[src/rtl/line_pkg.sv]
// Shared widths, coordinate limits and FSM state type for the line drawer.
package line_pkg;

  localparam int unsigned X_W   = 9;
  localparam int unsigned Y_W   = 8;
  localparam int unsigned COL_W = 3;
  localparam int unsigned ERR_W = 11;

  localparam int unsigned X_MAX = 335;
  localparam int unsigned Y_MAX = 209;

  typedef enum logic [1:0] {
    StIdle,
    StDraw,
    StDone
  } state_t;

endpackage

[src/rtl/line_drawer.sv]
// Bresenham line drawer emitting one pixel per accepted DRAW cycle.
// Define LINE_DRAWER_STALL_EN to add a vga_ready handshake from the framebuffer.
module line_drawer
  import line_pkg::*;
(
  input  logic             clk,
  input  logic             reset,
  input  logic             start,
  input  logic [X_W-1:0]   x0,
  input  logic [Y_W-1:0]   y0,
  input  logic [X_W-1:0]   x1,
  input  logic [Y_W-1:0]   y1,
  input  logic [COL_W-1:0] colour,
  output logic             busy,
  output logic             done,
  output logic [X_W-1:0]   vga_x,
  output logic [Y_W-1:0]   vga_y,
  output logic [COL_W-1:0] vga_colour,
  output logic             vga_plot
`ifdef LINE_DRAWER_STALL_EN
  ,
  input  logic             vga_ready
`endif
);

  state_t state_q, state_d;

  logic [X_W-1:0]          x_q, x1_q;
  logic [Y_W-1:0]          y_q, y1_q;
  logic [COL_W-1:0]        col_q;
  logic signed [ERR_W-1:0] dx_q, dy_q, err_q;
  logic                    sx_neg_q, sy_neg_q;

  logic ready;
`ifdef LINE_DRAWER_STALL_EN
  assign ready = vga_ready;
`else
  assign ready = 1'b1;
`endif

  // Setup arithmetic on the raw command inputs, used only in the start cycle.
  logic signed [ERR_W-1:0] ddx, ddy, dx_abs, dy_neg;
  assign ddx    = $signed(ERR_W'(x1)) - $signed(ERR_W'(x0));
  assign ddy    = $signed(ERR_W'(y1)) - $signed(ERR_W'(y0));
  assign dx_abs = ddx[ERR_W-1] ? -ddx : ddx;
  assign dy_neg = ddy[ERR_W-1] ? ddy : -ddy;

  // Both axis decisions compare against the pre-step error.
  logic signed [ERR_W-1:0] e2, add_x, add_y, err_step;
  logic                    step_x, step_y;
  assign e2       = err_q <<< 1;
  assign step_x   = (e2 >= dy_q);
  assign step_y   = (e2 <= dx_q);
  assign add_x    = step_x ? dy_q : '0;
  assign add_y    = step_y ? dx_q : '0;
  assign err_step = err_q + add_x + add_y;

  logic accept, at_end;
  assign accept = (state_q == StDraw) && ready;
  assign at_end = (x_q == x1_q) && (y_q == y1_q);

  always_comb begin
    state_d = state_q;
    unique case (state_q)
      StIdle: if (start) state_d = StDraw;
      StDraw: if (accept && at_end) state_d = StDone;
      StDone: state_d = StIdle;
      default: state_d = StIdle;
    endcase
  end

  always_ff @(posedge clk) begin
    if (reset) begin
      state_q  <= StIdle;
      x_q      <= '0;
      y_q      <= '0;
      x1_q     <= '0;
      y1_q     <= '0;
      col_q    <= '0;
      dx_q     <= '0;
      dy_q     <= '0;
      err_q    <= '0;
      sx_neg_q <= 1'b0;
      sy_neg_q <= 1'b0;
    end else begin
      state_q <= state_d;
      if (state_q == StIdle && start) begin
        x_q      <= x0;
        y_q      <= y0;
        x1_q     <= x1;
        y1_q     <= y1;
        col_q    <= colour;
        dx_q     <= dx_abs;
        dy_q     <= dy_neg;
        err_q    <= dx_abs + dy_neg;
        sx_neg_q <= ddx[ERR_W-1];
        sy_neg_q <= ddy[ERR_W-1];
      end else if (accept && !at_end) begin
        err_q <= err_step;
        if (step_x) x_q <= sx_neg_q ? x_q - 1'b1 : x_q + 1'b1;
        if (step_y) y_q <= sy_neg_q ? y_q - 1'b1 : y_q + 1'b1;
      end
    end
  end

  // Pixel outputs come straight from the point registers, so they hold outside DRAW.
  always_comb begin
    busy       = 1'b0;
    done       = 1'b0;
    vga_plot   = 1'b0;
    vga_x      = x_q;
    vga_y      = y_q;
    vga_colour = col_q;
    unique case (state_q)
      StIdle: ;
      StDraw: begin
        busy     = 1'b1;
        vga_plot = 1'b1;
      end
      StDone: begin
        busy = 1'b1;
        done = 1'b1;
      end
      default: ;
    endcase
  end

endmodule

[config.mk]
export PLATFORM = sky130hd
export DESIGN_NAME = line_drawer
export DESIGN_NICKNAME = d
export VERILOG_FILES = /design/src/rtl/line_pkg.sv /design/src/rtl/line_drawer.sv
export SDC_FILE = /design/constraint.sdc
export NUM_CORES = 1
export LEC_CHECK = 0
export ABC_AREA = 0
export BUFFER_PORTS_ARGS = -buffer_cell sky130_fd_sc_hd__buf_2
export CORE_ASPECT_RATIO = 0.7
export CORE_MARGIN = 4
export CORE_UTILIZATION = 38
export DETAILED_ROUTE_END_ITERATION = 12
export GPL_TIMING_DRIVEN = 0
export PLACE_DENSITY_LB_ADDON = 0.25
export SLEW_MARGIN = 5
export SYNTH_ARGS = -nofsm -noshare
export SYNTH_HDL_FRONTEND = slang
export SYNTH_SLANG_ARGS = --single-unit
export TNS_END_PERCENT = 30
[constraint.sdc]
create_clock -name clk -period 6.3 [get_ports clk]
set_clock_uncertainty 0.05 [all_clocks]
set_input_delay 0.945 -clock clk [delete_from_list [all_inputs] [get_ports clk]]
set_output_delay 0.945 -clock clk [all_outputs]
set_load 0.02 [all_outputs]
==> qor.csv <==
metric,value,unit
synth-compound-area-share,0.196,
grt_pass1_vias,5191,
io_pins,63,
crit_type,flip-flop to flip-flop,
gp_congestion,0.883,
cpMaxStageDelayCell,clkbuf_1,
clk_latency,340,ps
synth_seq_cells,73,
hold_ws,403,ps
antenna_found_initial,0,
synth.avg_cell_area,7.87,sq um
synthFlopType,dfxtp_1,
swShare,0.490,
grt_first_pass_wirelength,27.9,mm
n_antenna_cell,0,
drive_gt1_frac,0.101,
dr.pass1.iters,4,
dp.cells,1025,
worstHoldPathType,flip-flop to flip-flop,
rsz0062_at_grt,no,
syn_inst,764,
preCtsSetupSlack,939,ps
synth_area_leaders,"dfxtp_1 (24%), ha_1 (15%), nand2_1 (6.6%), a21oi_1 (6.2%), xnor2_1 (6.0%)",
cp_data_arrival_time,5470,ps
required,6490,ps
final_util,0.442,
cts_buffers,9,
synthSimpleGateAreaFrac,0.181,
relSlewSlack,0.410,
ant_nets,0,
syn2layout_area_growth,14.1,%
post-route-drc-count,0,
clock_path_buffers,2,
p_leak,3.11,nW
setup_viol,0,
switchingPower,1.66,mW
fp-row-count,38,
crit_path_end_kind,flip-flop,
status,finished clean,
cp_slowest_stage_delay,480,ps
dpl-instance-area,6570,sq um
ctsResizeCount,0,
synth_top_family_by_area,adder cells,
vias,5408,
drv_cap,0,
cts_tree,yes,
finalPower,3.38,mW
async_flop_share,0,
fin_crit_sh,0.838,
netlist.top_cell.by_area,dfxtp_1,
grt_max_degree,12,
synthMuxAreaShare,0.0171,
core,15500,sq um
fmax,189,MHz
wl_met3,1.20,mm
holdBufCountCts,0,
seq_area_frac_synth,0.243,
mappedNetlistNets,892,
clk_pin_slew,60,ps
fp.dieArea,17900,sq um
clockPowerShare,0.154,
hold_viol_final,0,
synth_xor_area_frac,0.106,
wire_per_inst,16.6,um
htreeDepth,3,
slew_violations,0,
ir_worst_vdd,0.172,mV
internal-power,1.72,mW
worstPathCellList,inv_1 -> ha_1 -> o21ai_0 -> a21oi_1 -> o21ai_0 -> o21ai_1 -> clkbuf_1 -> and2_1 -> fa_1 -> ha_1 -> fa_1 -> a21oi_1 -> o211ai_1 -> o41ai_1 -> xor2_1 -> xnor2_1 -> mux2_2 -> xnor2_1 -> a22o_1,
layout_commonest_cell,nand2_1,
grt-ovfl-total,0,
grt_use_total,0.198,
worst_setup_path_start_kind,flip-flop,
yosys_warnings,0,
nets,964,
totalWireLength,17.3,mm
initial_core_util,0.388,
port_buffers,61,
wl_met1,9.63,mm
die_h,113,um
combPwrFrac,0.625,
synth.cell_area,6010,sq um
yosys.area.top_type_share,0.243,
cts.sinks,73,
setup_ws,1020,ps
max_slew.worst_pin.slew,883,ps
cts_root_buf,clkbuf_16,
die_w,158,um
synth.distinct_cells,52,
powerDensity,493,nW/um^2
pwr-share-seq,0.221,
finalCriticalPeriod,5280,ps
fin_area,6860,sq um
synthAdderAreaFrac,0.202,
postCtsSetupBuffers,0,
dpl.hpwl,13.8,mm
wl_met2,6.38,mm
synth_edf_count,0,
crit_fanout,10,
final_cell_mix,"nand2_1 (106), nor2_1 (78), a21oi_1 (75)",
top_layer_used,met4,
totalNegativeSetupSlack,0,ps
instances_no_fill,1041,
avgViaCountPerCell,5.20,
drt_iter0_drc,444,
## power groups by stage
| stage | sequential, mW | clock (mW) | combinational [mW] |
|---|---|---|---|
| finish | 0.747 | 0.522 | 2.11 |
| global placement | 0.756 | 0 | 2.08 |
| global route | 0.771 | 0.544 | 2.38 |
| detailed placement | 0.758 | 0 | 2.08 |
| floorplan | 0.768 | 0 | 1.50 |
| CTS | 0.749 | 0.521 | 2.10 |
## flip-flops by register name (all words and copies together), names as in the netlist
name	cells
sx_neg_q	1
vga_x	9
err_q	10
y1_q	8
dy_q	11
state_q	2
vga_y	8
x1_q	9
vga_colour	3
sy_neg_q	1
dx_q	11
## logic make-up (layout without fill, tap and decap cells)
family,Yosys count,in the layout
buffers and inverters,88,165
adders and majority gates,88,88
and+or+nand+nor,247,247
DFF,73,73
AOI/OAI and AO/OA,185,185
muxes,10,10
xor gates and xnor gates,73,73
## layout make-up
class / count / area [sq um]
Buffer: 26 / 98.8
Clock buffer: 13 / 250
Clock inverter: 3 / 40.0
Fill cell: 1576 / 8640
Inverter: 62 / 233
Multi-Input combinational cell: 603 / 4220
Sequential cell: 73 / 1460
Tap cell: 200 / 250
Timing Repair Buffer: 61 / 305
## routing by layer
metal / up-vias / global-route usage
li1: 2763 / -
met1: 2472 / 0.332
met2: 161 / 0.261
met3: 12 / 0.0340
met4: 0 / 0.0295
met5: - / 0
## worst paths after layout
check	from	endpoint	slack [ps]	cells past startpoint
worst max register to register	dy_q[2]	err_q[9]	1020	19
worst min register to register	vga_colour[1]	vga_colour[1]	400	2
worst min-delay path	vga_colour[1]	vga_colour[1]	400	2
worst max-delay path	dy_q[2]	err_q[9]	1020	19
## synthesized netlist by cell type (all sizes together), types with 15 or more instances
library cell  number
a211oi            34
a21oi             77
clkbuf            25
dfxtp             73
fa                15
ha                73
inv               62
nand2            106
nor2              79
o21ai             23
xnor2             41
xor2              32
## worst max-delay path: cells and delay by family (launching register included)
family / cells / cell delay (ps)
compound gates: 8 / 1730
fa+ha+maj: 4 / 1350
buf+inv: 2 / 540
xor+xnor: 3 / 520
flops: 1 / 380
mux: 1 / 360
simple gates: 1 / 230
Power figures use the tool's default switching activity.
